==> src/rtl/alu_sequencer_if.sv <==
// alu_sequencer_if
// Bundles the operand/strobe/result signals between the ALU sequencer and the ALU.
//   master modport (sequencer): drives alu_bus_o, alu_in1_en, alu_in2_en,
//                               alu_out_en, alu_out_reg_en, alu_op;
//                               receives alu_result_i
//   slave modport (ALU):        the mirror image of master
interface alu_sequencer_if #(
    parameter int WIDTH = 16
);
    logic [WIDTH-1:0] alu_bus_o;
    logic             alu_in1_en;
    logic             alu_in2_en;
    logic             alu_out_en;
    logic             alu_out_reg_en;
    logic [2:0]       alu_op;
    logic [WIDTH-1:0] alu_result_i;

    modport master (
        output alu_bus_o,
        output alu_in1_en,
        output alu_in2_en,
        output alu_out_en,
        output alu_out_reg_en,
        output alu_op,
        input  alu_result_i
    );

    modport slave (
        input  alu_bus_o,
        input  alu_in1_en,
        input  alu_in2_en,
        input  alu_out_en,
        input  alu_out_reg_en,
        input  alu_op,
        output alu_result_i
    );
endinterface

==> src/rtl/alu_sequencer.sv <==
// alu_sequencer
// Initiator side of the ALU: holds an NREGS x WIDTH register file and runs one
// ALU operation per start command (load operand 1, load operand 2 unless NOT,
// execute, write the result back to the destination register).
// Ports:
//   clk, reset        clock and synchronous active-high reset
//   start, op, rd,    command strobe plus opcode and register addresses,
//   rs1, rs2          accepted only in IDLE
//   busy, done        busy outside IDLE; done pulses for one cycle in WB
//   wr_en, wr_addr,   host write port, honoured only in IDLE
//   wr_data
//   rd_addr, rd_data  host combinational read port
//   alu               operand bus, strobes, opcode and result to/from the ALU
module alu_sequencer #(
    parameter int  WIDTH = 16,
    parameter int  NREGS = 4,
    localparam int AW    = $clog2(NREGS)
) (
    input  logic                  clk,
    input  logic                  reset,
    input  logic                  start,
    input  logic [2:0]            op,
    input  logic [AW-1:0]         rd,
    input  logic [AW-1:0]         rs1,
    input  logic [AW-1:0]         rs2,
    output logic                  busy,
    output logic                  done,
    input  logic                  wr_en,
    input  logic [AW-1:0]         wr_addr,
    input  logic [WIDTH-1:0]      wr_data,
    input  logic [AW-1:0]         rd_addr,
    output logic [WIDTH-1:0]      rd_data,
    alu_sequencer_if.master       alu
);

    localparam logic [2:0] OP_NOT = 3'd2;

    typedef enum logic [2:0] {
        IDLE,
        LOAD1,
        LOAD2,
        EXEC,
        WB
    } state_t;

    state_t           state;
    state_t           state_next;
    logic [2:0]       op_q;
    logic [AW-1:0]    rd_q;
    logic [AW-1:0]    rs1_q;
    logic [AW-1:0]    rs2_q;
    logic [WIDTH-1:0] regs [NREGS];

    // State register and command latch. The command is captured only when
    // a start is accepted in IDLE, so a start while busy is simply dropped.
    always_ff @(posedge clk) begin
        if (reset) begin
            state <= IDLE;
            op_q  <= '0;
            rd_q  <= '0;
            rs1_q <= '0;
            rs2_q <= '0;
        end else begin
            state <= state_next;
            if (state == IDLE && start) begin
                op_q  <= op;
                rd_q  <= rd;
                rs1_q <= rs1;
                rs2_q <= rs2;
            end
        end
    end

    // Register file. Host writes and ALU write-back happen in different
    // states, so they can never collide. Sources are read during LOAD1/LOAD2,
    // which is why rd may alias rs1/rs2 and why a host write on the start edge
    // is seen by the operation.
    always_ff @(posedge clk) begin
        if (reset) begin
            for (int i = 0; i < NREGS; i++) begin
                regs[i] <= '0;
            end
        end else if (state == IDLE && wr_en) begin
            regs[wr_addr] <= wr_data;
        end else if (state == WB) begin
            regs[rd_q] <= alu.alu_result_i;
        end
    end

    // Next-state and Moore output decode. Only one strobe is ever active
    // because each belongs to exactly one state.
    always_comb begin
        state_next         = state;
        busy               = 1'b1;
        done               = 1'b0;
        alu.alu_bus_o      = '0;
        alu.alu_in1_en     = 1'b0;
        alu.alu_in2_en     = 1'b0;
        alu.alu_out_en     = 1'b0;
        alu.alu_out_reg_en = 1'b0;
        unique case (state)
            IDLE: begin
                busy = 1'b0;
                if (start) begin
                    state_next = LOAD1;
                end
            end
            LOAD1: begin
                alu.alu_bus_o  = regs[rs1_q];
                alu.alu_in1_en = 1'b1;
                // NOT has a single operand, so operand 2 is skipped.
                state_next = (op_q == OP_NOT) ? EXEC : LOAD2;
            end
            LOAD2: begin
                alu.alu_bus_o  = regs[rs2_q];
                alu.alu_in2_en = 1'b1;
                state_next     = EXEC;
            end
            EXEC: begin
                alu.alu_out_en     = 1'b1;
                alu.alu_out_reg_en = 1'b1;
                state_next         = WB;
            end
            WB: begin
                done       = 1'b1;
                state_next = IDLE;
            end
            default: begin
                state_next = IDLE;
            end
        endcase
    end

    // The opcode register is held after an operation so the ALU keeps seeing
    // the last opcode while idle.
    assign alu.alu_op = op_q;
    assign rd_data    = regs[rd_addr];

endmodule

==> src/flat_wrapper.sv <==
// flat-port wrapper written by rule: the top's interface ports become plain ports
module alu_sequencer_flat 
#(
    parameter int  WIDTH = 16,
    parameter int  NREGS = 4,
    localparam int AW    = $clog2(NREGS)
)
  (clk, reset, start, op, rd, rs1, rs2, busy, done, wr_en, wr_addr, wr_data, rd_addr, rd_data, alu_alu_bus_o, alu_alu_in1_en, alu_alu_in2_en, alu_alu_out_en, alu_alu_out_reg_en, alu_alu_op, alu_alu_result_i);
  alu_sequencer_if #(.WIDTH(WIDTH)) alu_i ();
  input  logic clk;
  input  logic reset;
  input  logic start;
  input  logic [2:0] op;
  input  logic [AW-1:0] rd;
  input  logic [AW-1:0] rs1;
  input  logic [AW-1:0] rs2;
  output logic busy;
  output logic done;
  input  logic wr_en;
  input  logic [AW-1:0] wr_addr;
  input  logic [WIDTH-1:0] wr_data;
  input  logic [AW-1:0] rd_addr;
  output logic [WIDTH-1:0] rd_data;
  output wire logic [$bits(alu_i.alu_bus_o)-1:0] alu_alu_bus_o;
  output wire logic [$bits(alu_i.alu_in1_en)-1:0] alu_alu_in1_en;
  output wire logic [$bits(alu_i.alu_in2_en)-1:0] alu_alu_in2_en;
  output wire logic [$bits(alu_i.alu_out_en)-1:0] alu_alu_out_en;
  output wire logic [$bits(alu_i.alu_out_reg_en)-1:0] alu_alu_out_reg_en;
  output wire logic [$bits(alu_i.alu_op)-1:0] alu_alu_op;
  input wire logic [$bits(alu_i.alu_result_i)-1:0] alu_alu_result_i;
  assign alu_alu_bus_o = alu_i.alu_bus_o;
  assign alu_alu_in1_en = alu_i.alu_in1_en;
  assign alu_alu_in2_en = alu_i.alu_in2_en;
  assign alu_alu_out_en = alu_i.alu_out_en;
  assign alu_alu_out_reg_en = alu_i.alu_out_reg_en;
  assign alu_alu_op = alu_i.alu_op;
  assign alu_i.alu_result_i = alu_alu_result_i;
  alu_sequencer #(.WIDTH(WIDTH), .NREGS(NREGS)) u_core (.clk(clk), .reset(reset), .start(start), .op(op), .rd(rd), .rs1(rs1), .rs2(rs2), .busy(busy), .done(done), .wr_en(wr_en), .wr_addr(wr_addr), .wr_data(wr_data), .rd_addr(rd_addr), .rd_data(rd_data), .alu(alu_i));
endmodule
==> config.mk <==
export PLATFORM = sky130hd
export DESIGN_NAME = alu_sequencer_flat
export DESIGN_NICKNAME = d
export VERILOG_FILES = /design/src/rtl/alu_sequencer_if.sv /design/src/rtl/alu_sequencer.sv /design/src/flat_wrapper.sv
export SDC_FILE = /design/constraint.sdc
export NUM_CORES = 1
export LEC_CHECK = 0
export CORE_UTILIZATION = 47
export CTS_CLUSTER_DIAMETER = 150
export DETAILED_ROUTE_END_ITERATION = 8
export GPL_TIMING_DRIVEN = 0
export PLACE_DENSITY = 0.87
export SLEW_MARGIN = 25
export SYNTH_ARGS = -nofsm -noshare
export SYNTH_HDL_FRONTEND = slang
export SYNTH_SLANG_ARGS = --single-unit
==> constraint.sdc <==
create_clock -name clk -period 2.95 [get_ports clk]
set_clock_uncertainty 0.1 [all_clocks]
set_input_delay 0.7375 -clock clk [delete_from_list [all_inputs] [get_ports clk]]
set_output_delay 0.7375 -clock clk [all_outputs]
set_load 0.02 [all_outputs]
==> impl_results.md <==
* Vias in the first global route at 3640
* Area of the multi-input gates at 2080 sq um
* Final setup TNS at 0 ns
* Hpwl dp at 8570 microns
* H-tree depth at 3
* Routed Antenna Nets at 0
* Crit-path most repeated cell: clkbuf_2
* Worst slew pin tran at 0.622 ns
* Yosys top cell by area: edfxtp_1
* Crit end category: output port
* Max Transition Viols Final at 0
* Power Density at 543 nW/um^2
* Synth warnings at 0
* Critical path's slowest cell: clkbuf_2
* Sequential share of power at 0.432
* Total Routing Usage GR at 0.263
* Clk_lat worst skew at 0.36 ns
* Max Fanout on Critical Path at 10
* FMAX at 0.342 GHz
* Worst slew margin at 0.585
* Final core utilization at 0.643
* Largest cells by area after synthesis: edfxtp_1 43%, mux4_2 24%, dfxtp_1 7.1%
* Largest net degree at the start of global routing at 17
* #FFs+latches synth at 80
* Int Pwr at 2310 uW
* Final Hold Fails at 0
* Clock Power Share at 0.302
* Maximum vdd drop at 0.573 mV
* Starting Density at 0.486
* Syn nets at 389
* Worst Hold Class: flop to flop
* CTS Buf Count at 9
* Reg2Reg Capture Point: u_core.regs[0][6]$_SDFFCE_PN0P_
* Die Ht at 100 microns
* Yosys top cell area share at 0.426
* Reg-to-reg slack, setup at 0.31 ns
* Final period util at 0.991
* Core area at 9280 sq um
* Drt drc at 0
* Sequential cell area at 2240 sq um
* Synth Flop Type: edfxtp_1
* First-pass detailed-route iteration total at 5
* Post-Syn Area at 4510 sq um
* Grt total ovfl at 0
* Combinational power share at 0.266
* Vias per cell at 6.26
* Synth Instances at 340
* Max-cap violations at 0
* Area Growth Syn to Fin at 32.3%
* CTS clk-pin slew, worst paths at 0.09 ns
* Worst Hold Launch: u_core.rs1_q[0]$_SDFFE_PP0P_
* Ant. Diodes at 0
* CP Data Required Time at 2.11 ns
* Leakage at 0.00224 uW
* Most common cell in the netlist: edfxtp_1
* Num rows at 35
* Clk sinks at 80
* Total routed wirelength at 12600 microns
* Register area share after synthesis at 0.497
* Fillcell total at 705
* Setup-failing EPs final at 0
* Switch share at 0.288
* Unique masters post-synth at 38
* Startpoint types: input pin
* Critical path class: input pin to output port
* Hold path depth at 2
* Number of synthesized flops with an enable pin at 64
* Initial antenna violation count at 0
* List of most frequent post-synthesis cells: 64 x edfxtp_1, 50 x nor2_1, 48 x mux4_2
* Boundary pin count at 90
* Layout cells sized above 1 at 0.251
* CTS tree: done
* CTS root buf: clkbuf_8
* CTS Buffer Depth at 2
* Switch Pwr at 936 uW
* Avg Inst Size Synth at 13.3 sq um
* Status: finished clean
* I/O Buffers at 87
* Synth async-reset ratio at 0
* First DRT Iteration DRCs at 304
* CP arrival at 2.09 ns
* GPL Wtd Cong at 0.887
* Slowest stage delay, CP at 0.38 ns
* Vias at 3627
* Worst r2r path cells at 8
* Die boundary width at 100 microns
* Post-layout min period at 2.92 ns
* Reg2Reg Launch Point: u_core.state[2]$_SDFFE_PP0P_
* Critical path cell sequence: clkbuf_2 > clkbuf_2 > mux4_2 > dlygate4sd2_1
* Die ar. at 10000 sq um
* First-pass GRT wire length at 19300 microns
* RSZ-0062 raised after global routing: yes
* Final nets at 494
* WL/cell at 21.8 microns
==> flip-flops by register name (all words and copies together), names as in the netlist, named ones only <==
name	flops
u_core.state	3
u_core.alu.alu_op	3
u_core.rs2_q	2
u_core.rd_q	2
u_core.rs1_q	2
u_core.regs	64
==> critical path, delay by kind of cell <==
| family | cells | cell delay [ns] |
|---|---|---|
| buffers and inverters | 3 | 0.96 |
| muxes | 1 | 0.38 |
==> per-layer routing <==
| metal | vias to the layer above | global-route usage | routed length, microns |
|---|---|---|---|
| met4 | 0 | 0.117 | 371 |
| met2 | 262 | 0.462 | 6570 |
| met3 | 36 | 0.0418 | 1100 |
| met5 | - | 0 | 0 |
| met1 | 1773 | 0.321 | 4600 |
| li1 | 1556 | - | - |
==> layout by cell type, fill, tap and decap left out, types with 3 or more instances in the layout <==
cell | synthesis | routed
clkbuf_2 | 0 | 4
a32oi_1 | 15 | 15
clkbuf_1 | 13 | 6
buf_2 | 16 | 7
nand2_1 | 24 | 24
buf_4 | 1 | 9
clkdlybuf4s50_1 | 0 | 59
nor2_1 | 50 | 50
a22o_1 | 17 | 17
a22oi_1 | 16 | 16
mux4_2 | 48 | 48
clkbuf_4 | 0 | 7
dfxtp_1 | 16 | 14
dlygate4sd2_1 | 0 | 22
bufinv_16 | 0 | 3
buf_6 | 2 | 5
edfxtp_1 | 64 | 64
clkbuf_8 | 0 | 9
a21oi_1 | 10 | 10
nor3_1 | 4 | 4
buf_12 | 0 | 4
inv_1 | 17 | 17
==> worst max-delay path by stage <==
stage | startpoint | slack (ns) | depth (start not counted) | end
after global routing | reset | -0.11 | 8 | u_core.regs[0][6]$_SDFFCE_PN0P_
after floorplan | rd_addr[0] | 0.05 | 3 | rd_data[10]
after CTS | u_core.state[1]$_SDFFE_PP0P_ | 0.003 | 5 | alu_alu_in2_en
after detailed placement | rd_addr[0] | -0.77 | 4 | rd_data[5]
after global placement | reset | -1.27 | 6 | u_core.regs[0][11]$_SDFFCE_PN0P_
final | rd_addr[1] | 0.03 | 4 | rd_data[5]
==> final cells by class <==
| class | count | area share |
|---|---|---|
| Multi-Input combinational cell | 209 | 0.348 |
| Clock buffer | 10 | 0.0214 |
| Inverter | 18 | 0.0115 |
| Timing Repair Buffer | 96 | 0.157 |
| Buffer | 31 | 0.0400 |
| Clock inverter | 6 | 0.0193 |
| Sequential cell | 80 | 0.376 |
| Tap cell | 129 | 0.0270 |
==> per-stage QoR <==
stage | power, uW | worst slack, ns | hold WS [ns] | cell area (sq um) | instances
2_1_floorplan | 1900 | 0.0548 | 0.336 | 4510 | 340
3_3_place_gp | 2220 | -1.27 | 0.343 | 5550 | 556
3_5_place_dp | 2260 | -0.770 | 0.353 | 5560 | 557
4_1_cts | 3220 | 0.00332 | 0.363 | 5910 | 574
5_1_grt | 3340 | -0.106 | 0.386 | 5970 | 579
6_report | 3250 | 0.0262 | 0.362 | 5970 | 579
==> power by group through the flow <==
stage	registers (uW)	clock network (uW)	logic [uW]
after floorplan	1400	0	504
after global placement	1400	0	821
after detailed placement	1410	0	845
after CTS	1400	977	845
after global routing	1410	1020	911
final	1400	981	862
==> logic make-up after synthesis <==
group,after synthesis,synth area share
AO/OA/AOI/OAI,65,0.113
XOR/XNOR,1,0.00194
buffers and inverters,51,0.0510
flip-flops,80,0.497
multiplexers,49,0.242
AND/OR/NAND/NOR,94,0.0959
==> timing repair <==
| action | CTS | global route |
|---|---|---|
| hold buffers | 0 | 0 |
| resized for setup | 64 | 12 |
| pin swaps | 0 | 2 |
| cloned | 0 | 0 |
| setup endpoints to repair | 82 | 69 |
| buffers inserted | 3 | 5 |
(Power assumes the default switching activity.)
